**src/rtl/pico_pkg.sv**
```systemverilog
// Shared definitions for the picoMIPS control unit: widths, opcodes,
// ALU function codes, operand-b select codes and the controller state type.
package pico_pkg;

   localparam int N   = 8;
   localparam int PCW = 6;
   localparam int OPW = 4;
   localparam int RAW = 3;
   localparam int IW  = 18;

   // ALU function codes shared with the ALU
   typedef enum logic [1:0] {
      RB    = 2'd0,
      RADD  = 2'd1,
      RSUB  = 2'd2,
      RMULT = 2'd3
   } alu_func_t;

   localparam logic [OPW-1:0] OP_NOP  = 4'd0;
   localparam logic [OPW-1:0] OP_ADD  = 4'd1;
   localparam logic [OPW-1:0] OP_ADDI = 4'd2;
   localparam logic [OPW-1:0] OP_SUB  = 4'd3;
   localparam logic [OPW-1:0] OP_SUBI = 4'd4;
   localparam logic [OPW-1:0] OP_MUL  = 4'd5;
   localparam logic [OPW-1:0] OP_MULI = 4'd6;
   localparam logic [OPW-1:0] OP_IN   = 4'd7;
   localparam logic [OPW-1:0] OP_BEQ  = 4'd8;
   localparam logic [OPW-1:0] OP_JMP  = 4'd9;
   localparam logic [OPW-1:0] OP_HALT = 4'd15;

   localparam logic [1:0] BSEL_RS  = 2'd0;
   localparam logic [1:0] BSEL_IMM = 2'd1;
   localparam logic [1:0] BSEL_IN  = 2'd2;

   typedef enum logic [2:0] {
      S_FETCH   = 3'd0,
      S_EXEC    = 3'd1,
      S_WAIT_HI = 3'd2,
      S_WAIT_LO = 3'd3,
      S_HALT    = 3'd4
   } state_t;

endpackage

```
**src/rtl/pico_decode.sv**
```systemverilog
// Combinational opcode decoder: ALU function, operand-b select, write
// enable and control-flow class for the instruction held in ir.
module pico_decode
   import pico_pkg::*;
(
   input  logic [OPW-1:0] i_opcode,
   output logic [1:0]     o_alu_func,
   output logic [1:0]     o_b_sel,
   output logic           o_we,
   output logic           o_is_branch,
   output logic           o_is_jump,
   output logic           o_is_in,
   output logic           o_is_halt
);

   // opcode to control-field table; NOP and undefined opcodes fall to default
   always_comb begin
      o_alu_func  = RB;
      o_b_sel     = BSEL_RS;
      o_we        = 1'b0;
      o_is_branch = 1'b0;
      o_is_jump   = 1'b0;
      o_is_in     = 1'b0;
      o_is_halt   = 1'b0;
      case (i_opcode)
         OP_ADD:  begin o_alu_func = RADD;  o_we = 1'b1; end
         OP_ADDI: begin o_alu_func = RADD;  o_b_sel = BSEL_IMM; o_we = 1'b1; end
         OP_SUB:  begin o_alu_func = RSUB;  o_we = 1'b1; end
         OP_SUBI: begin o_alu_func = RSUB;  o_b_sel = BSEL_IMM; o_we = 1'b1; end
         OP_MUL:  begin o_alu_func = RMULT; o_we = 1'b1; end
         OP_MULI: begin o_alu_func = RMULT; o_b_sel = BSEL_IMM; o_we = 1'b1; end
         OP_BEQ:  begin o_alu_func = RSUB;  o_is_branch = 1'b1; end
         OP_JMP:  o_is_jump = 1'b1;
         OP_IN:   o_is_in   = 1'b1;
         OP_HALT: o_is_halt = 1'b1;
         default: o_alu_func = RB;
      endcase
   end

endmodule

```
**src/rtl/pico_ctrl.sv**
```systemverilog
// picoMIPS multi-cycle controller: fetch/execute FSM, instruction register,
// program counter and the IN-port ready handshake.
module pico_ctrl
   import pico_pkg::*;
(
   input  logic            clk,
   input  logic            reset,
   output logic [PCW-1:0]  pc,
   input  logic [IW-1:0]   instr,
   input  logic            alu_zero,
   input  logic            in_ready,
   output logic [1:0]      alu_func,
   output logic [1:0]      b_sel,
   output logic [N-1:0]    imm,
   output logic [RAW-1:0]  rd_addr,
   output logic [RAW-1:0]  rs_addr,
   output logic            reg_we,
   output logic            halted
);

   localparam logic [PCW-1:0] PC_ONE = PCW'(1);

   state_t          r_state;
   logic [PCW-1:0]  r_pc;
   logic [IW-1:0]   r_ir;
   logic            r_halted;

   logic [1:0]      w_dec_func;
   logic [1:0]      w_dec_bsel;
   logic            w_dec_we;
   logic            w_is_branch;
   logic            w_is_jump;
   logic            w_is_in;
   logic            w_is_halt;

   pico_decode u_decode (
      .i_opcode    (r_ir[IW-1 -: OPW]),
      .o_alu_func  (w_dec_func),
      .o_b_sel     (w_dec_bsel),
      .o_we        (w_dec_we),
      .o_is_branch (w_is_branch),
      .o_is_jump   (w_is_jump),
      .o_is_in     (w_is_in),
      .o_is_halt   (w_is_halt)
   );

   // sequencer: state, pc, ir and halted flag
   always_ff @(posedge clk) begin
      if (reset) begin
         r_state  <= S_FETCH;
         r_pc     <= '0;
         r_ir     <= '0;
         r_halted <= 1'b0;
      end else begin
         case (r_state)
            S_FETCH: begin
               r_ir    <= instr;
               r_state <= S_EXEC;
            end
            S_EXEC: begin
               if (w_is_halt) begin
                  r_state  <= S_HALT;
                  r_halted <= 1'b1;
               end else if (w_is_in) begin
                  r_state <= S_WAIT_HI;
               end else begin
                  r_state <= S_FETCH;
                  // PCW-bit add of the low imm bits equals a sign-extended offset mod 2^PCW
                  if (w_is_jump)
                     r_pc <= r_ir[PCW-1:0];
                  else if (w_is_branch && alu_zero)
                     r_pc <= r_pc + r_ir[PCW-1:0];
                  else
                     r_pc <= r_pc + PC_ONE;
               end
            end
            S_WAIT_HI: begin
               if (in_ready)
                  r_state <= S_WAIT_LO;
            end
            S_WAIT_LO: begin
               if (!in_ready) begin
                  r_pc    <= r_pc + PC_ONE;
                  r_state <= S_FETCH;
               end
            end
            S_HALT:  r_halted <= 1'b1;
            default: r_state  <= S_FETCH;
         endcase
      end
   end

   // datapath strobes; reset masks the write strobe so no write lands on a reset edge
   always_comb begin
      alu_func = RB;
      b_sel    = BSEL_RS;
      reg_we   = 1'b0;
      case (r_state)
         S_EXEC: begin
            alu_func = w_dec_func;
            b_sel    = w_dec_bsel;
            reg_we   = w_dec_we & ~reset;
         end
         S_WAIT_HI: begin
            b_sel  = BSEL_IN;
            reg_we = in_ready & ~reset;
         end
         default: reg_we = 1'b0;
      endcase
   end

   assign pc      = r_pc;
   assign imm     = r_ir[N-1:0];
   assign rd_addr = r_ir[IW-OPW-1 -: RAW];
   assign rs_addr = r_ir[IW-OPW-RAW-1 -: RAW];
   assign halted  = r_halted;

endmodule

```
**config.mk**
```make
export PLATFORM = sky130hd
export DESIGN_NAME = pico_ctrl
export DESIGN_NICKNAME = d
export VERILOG_FILES = /design/src/rtl/pico_pkg.sv /design/src/rtl/pico_decode.sv /design/src/rtl/pico_ctrl.sv
export SDC_FILE = /design/constraint.sdc
export NUM_CORES = 1
export LEC_CHECK = 0
export ABC_AREA = 1
export CAP_MARGIN = 20
export CORE_MARGIN = 2
export CORE_UTILIZATION = 48
export CTS_CLUSTER_DIAMETER = 120
export DETAILED_ROUTE_END_ITERATION = 8
export GPL_ROUTABILITY_DRIVEN = 0
export GPL_TIMING_DRIVEN = 0
export MAX_ROUTING_LAYER = met4
export PLACE_DENSITY = 0.8
export SETUP_SLACK_MARGIN = 0.02
export SKIP_CTS_REPAIR_TIMING = 1
export SLEW_MARGIN = 5
export SYNTH_ARGS = -nofsm -noshare
export SYNTH_HDL_FRONTEND = slang
export SYNTH_SLANG_ARGS = --single-unit
export TNS_END_PERCENT = 5
```
**constraint.sdc**
```tcl
create_clock -name clk -period 2.3 [get_ports clk]
set_input_delay 0.46 -clock clk [delete_from_list [all_inputs] [get_ports clk]]
set_output_delay 0.46 -clock clk [all_outputs]
set_load 0.05 [all_outputs]
```
==> results of run 1 <==
[critical path, cell delays in order (launching register included)]
cell      delay (ns)
dfxtp_1         0.39
nand2_1         0.13
nor2_2          0.18
inv_2           0.10
nor4_4          0.18
a211oi_1        0.09
nor3_2          0.10
buf_2           0.28
[power groups by stage]
stage	Combinational (W)	Clock [W]	Sequential (W)
after floorplan	0.000276	0	0.000580
after global placement	0.000418	0	0.000567
after detailed placement	0.000424	0	0.000568
after CTS	0.000425	0.000333	0.000558
after global routing	0.000458	0.000353	0.000564
final	0.000418	0.000324	0.000558
[cell families after synthesis]
group	synth area share
flip-flops	0.3256
buffers and inverters	0.1548
adder cells (fa/ha/maj)	0.05523
AO/OA/AOI/OAI	0.1933
XOR/XNOR	0.03052
AND/OR/NAND/NOR	0.2406
[layer usage]
metal  up-vias  part of all wire  wire length [µm]  track usage
met5         -                 0                 0            -
met4         0            0.0076                29      0.05707
met3         4             0.051               194      0.05106
met2        45              0.48              1817       0.3438
met1       765              0.47              1783       0.2640
li1        891                 -                 -            -
[cell usage in the layout (no fill, tap or decap), types with 2 or more instances in the layout]
cell type and count:
nor2_1 30, a21oi_1 24, clkbuf_1 5, dlymetal6s2s_1 2, inv_2 8, o21ai_1 6, o211ai_1 2, clkdlybuf4s50_1 41
ha_1 6, buf_4 14, nor3_4 2, nor3_1 2, nand2_1 39, xor2_1 2, nand3_1 8, nor2_4 2
nor2_2 3, inv_1 30, clkbuf_4 4, o21ai_0 23, xnor2_1 4, dfxtp_1 27
[state kept, by name, summed over array words and instances, names as in the netlist]
name and count:
pc 6, halted 1, r_state 3, r_ir 18
[synth_stat cells]
cell / number / share of area
fa_1: 1 / 0.012
a21oi_4: 1 / 0.0095
o21ai_0: 23 / 0.067
a21oi_1: 24 / 0.070
inv_2: 8 / 0.017
xnor2_1: 4 / 0.020
o21bai_1: 1 / 0.0044
o22ai_1: 1 / 0.0036
a31oi_1: 1 / 0.0036
nor2_1: 30 / 0.065
clkbuf_1: 5 / 0.011
nand2_1: 39 / 0.085
nor2_4: 2 / 0.013
nor4_2: 1 / 0.0073
buf_4: 14 / 0.061
nor2_2: 3 / 0.011
dfxtp_1: 28 / 0.33
inv_1: 30 / 0.065
o211ai_1: 2 / 0.0087
a2111oi_0: 1 / 0.0051
xor2_1: 2 / 0.010
a211oi_1: 1 / 0.0044
nor3_4: 2 / 0.019
ha_1: 6 / 0.044
nand3b_1: 1 / 0.0044
o21ai_1: 6 / 0.017
nand2_2: 1 / 0.0036
nand3_1: 8 / 0.023
nor3_1: 3 / 0.0087
[worst paths after layout]
| check | startpoint | to | slack (ns) | depth (start not counted) |
|---|---|---|---|---|
| setup / recovery | r_state[0] | reg_we | 0.07 | 7 |
| hold / removal | halted | halted | 0.46 | 2 |
| setup reg to reg | pc[0] | pc[4] | 0.30 | 12 |
| hold reg to reg | halted | halted | 0.46 | 2 |
[cell type report]
type	instances	area, µm²
Clock inverter	1	30.03
Sequential cell	28	561.8
Fill cell	299	1084
Clock buffer	3	22.52
Inverter	38	142.6
Timing Repair Buffer	46	452.9
Multi-Input combinational cell	164	914.6
Buffer	19	123.9
Tap cell	46	57.56
[per-stage QoR]
step	std cells	instance area [µm²]
2_1_floorplan	249	1742
3_3_place_gp	341	2260
3_5_place_dp	341	2260
4_1_cts	345	2312
5_1_grt	345	2306
6_report	345	2306
==> results.sh, run 1 <==
export IMPL_status="completed"
export IMPL_tightest_slew_ns=0.5225
export IMPL_crit_required_ns=1.84
export IMPL_setup_tns_ns=0
export IMPL_num_antenna_cells=0
export IMPL_vias=1705
export IMPL_overflow=0
export IMPL_syn_area_per_cell_um2=6.914
export IMPL_design_portCount=48
export IMPL_power_internal_w=0.0008634
export IMPL_comb_power_share=0.322
export IMPL_die_area_mm2=0.004082
export IMPL_grt_max_degree=17
export IMPL_syn_nets=278
export IMPL_wl_per_cell_um=11.09
export IMPL_drv_slew=0
export IMPL_cp_arrival_ns=1.77
export IMPL_final_util=0.6803
export IMPL_worstSetupPathType="reg -> out"
export IMPL_crit_path_end_kind="output pin"
export IMPL_pre_cts_ws_ns=-0.1487
export IMPL_setup_violations=0
export IMPL_drive_above_1_share=0.1405
export IMPL_p_per_area_mw_per_mm2=564.3
export IMPL_grt_pass1_vias=1577
export IMPL_setup_ws_ns=0.06564
export IMPL_fin_crit_sh=0.9715
export IMPL_finish_net_count=329
export IMPL_irDropWorstVdd_mv=0.4353
export IMPL_rsz0062_at_grt="true"
export IMPL_avgViaCountPerCell=4.942
export IMPL_power_share_clock=0.249
export IMPL_syn2layout_area_growth_pct=33.94
export IMPL_cts_buffer_depth=2
export IMPL_dr_pass1_iters=4
export IMPL_rows=21
export IMPL_synth_cell_types=29
export IMPL_path_max_fanout=4
export IMPL_switching_share=0.3364
export IMPL_clock_latency_ns=0.33
export IMPL_antenna_found_initial=0
export IMPL_drv_cap=0
export IMPL_port_buffers=46
export IMPL_clkSinkCount=28
export IMPL_power_frac_seq=0.429
export IMPL_leakage_nw=1.054
export IMPL_hold_class="reg -> reg"
export IMPL_cts_clk_slew_worst_paths_ns=0.15
export IMPL_cts_root_buffer="clkbuf_4"
export IMPL_die_y_um=63.89
export IMPL_fin_crit_ns=2.234
export IMPL_clock_fmax_mhz=447.6
export IMPL_hold_viol=0
export IMPL_grt_pass1_wl_um=6782
export IMPL_syn_cell_area_mm2=0.001722
export IMPL_hpwl_um=3052
export IMPL_yosysWarnings=0
export IMPL_drt_wl_total_um=3825
export IMPL_seq_area_frac_synth=0.3256
export IMPL_finalPower_w=0.001301
export IMPL_cts_tree="built"
export IMPL_timing_clock_skew_ns=0.005203
export IMPL_power_switching_w=0.0004377
export IMPL_core_area_mm2=0.003390
export IMPL_postRouteAntennaNets=0
export IMPL_htreeDepth=1
export IMPL_fp_dieW_um=63.89
export IMPL_drt_iter0_markers=58
export IMPL_ys_ff_latch=28
export IMPL_grt_usage=0.2120
export IMPL_numCtsBuffers=3
export IMPL_drc_errors=0
export IMPL_synthCells=249
export IMPL_initial_core_util=0.5079
export IMPL_cp_start_kind="flop"
export IMPL_whs_ns=0.4637
export IMPL_maxSlewHeadroom=0.6506
(Power assumes the default switching activity.)
==> inputs of run 2 (changes only) <==
--- a/config.mk
+++ b/config.mk
@@ -7,14 +7,17 @@
 export LEC_CHECK = 0
 export ABC_AREA = 1
 export CAP_MARGIN = 20
+export CELL_PAD_IN_SITES_DETAIL_PLACEMENT = 1
+export CELL_PAD_IN_SITES_GLOBAL_PLACEMENT = 1
 export CORE_MARGIN = 2
-export CORE_UTILIZATION = 48
+export CORE_UTILIZATION = 33
 export CTS_CLUSTER_DIAMETER = 120
 export DETAILED_ROUTE_END_ITERATION = 8
 export GPL_ROUTABILITY_DRIVEN = 0
 export GPL_TIMING_DRIVEN = 0
 export MAX_ROUTING_LAYER = met4
-export PLACE_DENSITY = 0.8
+export PLACE_DENSITY_LB_ADDON = 0.1
+export RECOVER_POWER = 25
 export SETUP_SLACK_MARGIN = 0.02
 export SKIP_CTS_REPAIR_TIMING = 1
 export SLEW_MARGIN = 5
==> results.sh, run 2 (synthesized netlist as in run 1, its figures left out) <==
export IMPL_finish_net_count=329
export IMPL_fin_crit_ns=2.110
export IMPL_maxSlewHeadroom=0.6002
export IMPL_final_cell_mix="41 x clkdlybuf4s50_1, 39 x nand2_1, 33 x nor2_1"
export IMPL_clock_fmax_mhz=473.9
export IMPL_crit_required_ns=1.84
export IMPL_initial_core_util=0.3393
export IMPL_p_per_area_mw_per_mm2=558.4
export IMPL_r2r_start="pc[0]"
export IMPL_clkSinkCount=28
export IMPL_numCtsBuffers=3
export IMPL_cp_buffers_inverters=3
export IMPL_drv_slew=0
export IMPL_hold_viol=0
export IMPL_cts_buffer_depth=2
export IMPL_setup_tns_ns=0
export IMPL_cts_tree="built"
export IMPL_largest_register_ffs=18
export IMPL_wl_per_cell_um=12.49
export IMPL_drt_iter0_markers=42
export IMPL_clock_latency_ns=0.28
export IMPL_route_layer_met1_wl_um=2155
export IMPL_drc_errors=0
export IMPL_grt_max_degree=16
export IMPL_vias=1742
export IMPL_wl_met3_um=224
export IMPL_leakage_nw=1.048
export IMPL_setup_violations=0
export IMPL_dr_pass1_iters=4
export IMPL_status="completed"
export IMPL_crit_path_end_kind="output pin"
export IMPL_hold_class="reg -> reg"
export IMPL_rsz0062_at_grt="true"
export IMPL_crit_start="r_state[2]"
export IMPL_htreeDepth=1
export IMPL_top_register="r_ir"
export IMPL_cp_start_kind="flop"
export IMPL_pre_cts_ws_ns=-0.1473
export IMPL_hold_start="halted"
export IMPL_path_max_fanout=4
export IMPL_num_antenna_cells=0
export IMPL_fp_dieW_um=76.23
export IMPL_setup_ws_ns=0.1899
export IMPL_timing_clock_skew_ns=0.004101
export IMPL_grt_pass1_wl_um=8010
export IMPL_drt_wl_total_um=4609
export IMPL_syn2layout_area_growth_pct=34.67
export IMPL_worstSetupPathType="reg -> out"
export IMPL_slowest_delay_ns=0.47
export IMPL_topRoutingLayerUsed="met4"
export IMPL_overflow=0
export IMPL_wl_met2_um=2114
export IMPL_final_util=0.4569
export IMPL_grt_pass1_vias=1777
export IMPL_hpwl_um=3727
export IMPL_die_area_mm2=0.005811
export IMPL_port_buffers=46
export IMPL_whs_ns=0.4651
export IMPL_cts_root_buffer="clkbuf_8"
export IMPL_tightest_slew_ns=0.5974
export IMPL_drive_above_1_share=0.1204
export IMPL_layout_commonest_cell="clkdlybuf4s50_1"
export IMPL_cp_arrival_ns=1.65
export IMPL_die_y_um=76.23
export IMPL_irDropWorstVdd_mv=0.3074
export IMPL_cts_clk_slew_worst_paths_ns=0.09
export IMPL_antenna_found_initial=0
export IMPL_rows=26
export IMPL_path_cells="inv_1 -> nand2_1 -> nor2_4 -> inv_2 -> nor4_4 -> dlymetal6s2s_1"
export IMPL_crit_family="buffers and inverters"
export IMPL_fin_crit_sh=0.9174
export IMPL_postRouteAntennaNets=0
export IMPL_avgViaCountPerCell=4.721
export IMPL_cp_slowest_cell="dlymetal6s2s_1"
export IMPL_design_portCount=48
export IMPL_grt_usage=0.1731
export IMPL_core_area_mm2=0.005075
export IMPL_drv_cap=0
[run 2: changes by cell type in the layout (fill, tap and decap cells not counted), moves of 2 or more]
cell / previous run / this run
inv_2: 8 / 6
nor2_2: 3 / 1
clkbuf_8: 0 / 4
inv_1: 30 / 32
clkbuf_4: 4 / 0
nor2_1: 30 / 33
[run 2: routing by layer]
| metal | GRT usage | up-vias |
|---|---|---|
| met1 | 0.2097 | 802 |
| met2 | 0.2796 | 44 |
| met4 | 0.08364 | 0 |
| li1 | - | 887 |
| met3 | 0.02962 | 9 |
| met5 | - | - |
[run 2: tightest hold or removal path, delay by kind of cell, from the launching register on]
kind	cells	cell delay, ns
compound gates	1	0.05
buf+inv	1	0.05
flops	1	0.32
[run 2: cell type report]
cell class                 instances  area, µm²
tap                               70      87.58
fill                             675       2756
sequential                        28      561.8
buffer                            19      123.9
inverter                          38      142.6
timing repair buffer              46      456.7
multi-input combinational        164      890.9
clock buffer                       4      55.05
[run 2: power by group]
group          switching [W]  internal [W]
logic               0.000255      0.000166
clock network       0.000161      0.000154
registers          0.0000387      0.000520
[run 2: final timing paths]
kind / endpoint / slack (ns) / depth (start not counted)
max reg2reg: pc[4] / 0.28 / 12
max: alu_func[0] / 0.19 / 6
min: halted / 0.47 / 2
min reg2reg: halted / 0.47 / 2
[run 2: metrics by stage]
step           total power (W)  cell area (µm²)  cells
2_1_floorplan        0.0008567             1742    249
3_3_place_gp         0.0009954             2290    365
3_5_place_dp          0.001002             2290    365
4_1_cts               0.001324             2345    369
5_1_grt               0.001376             2318    369
6_report              0.001295             2318    369
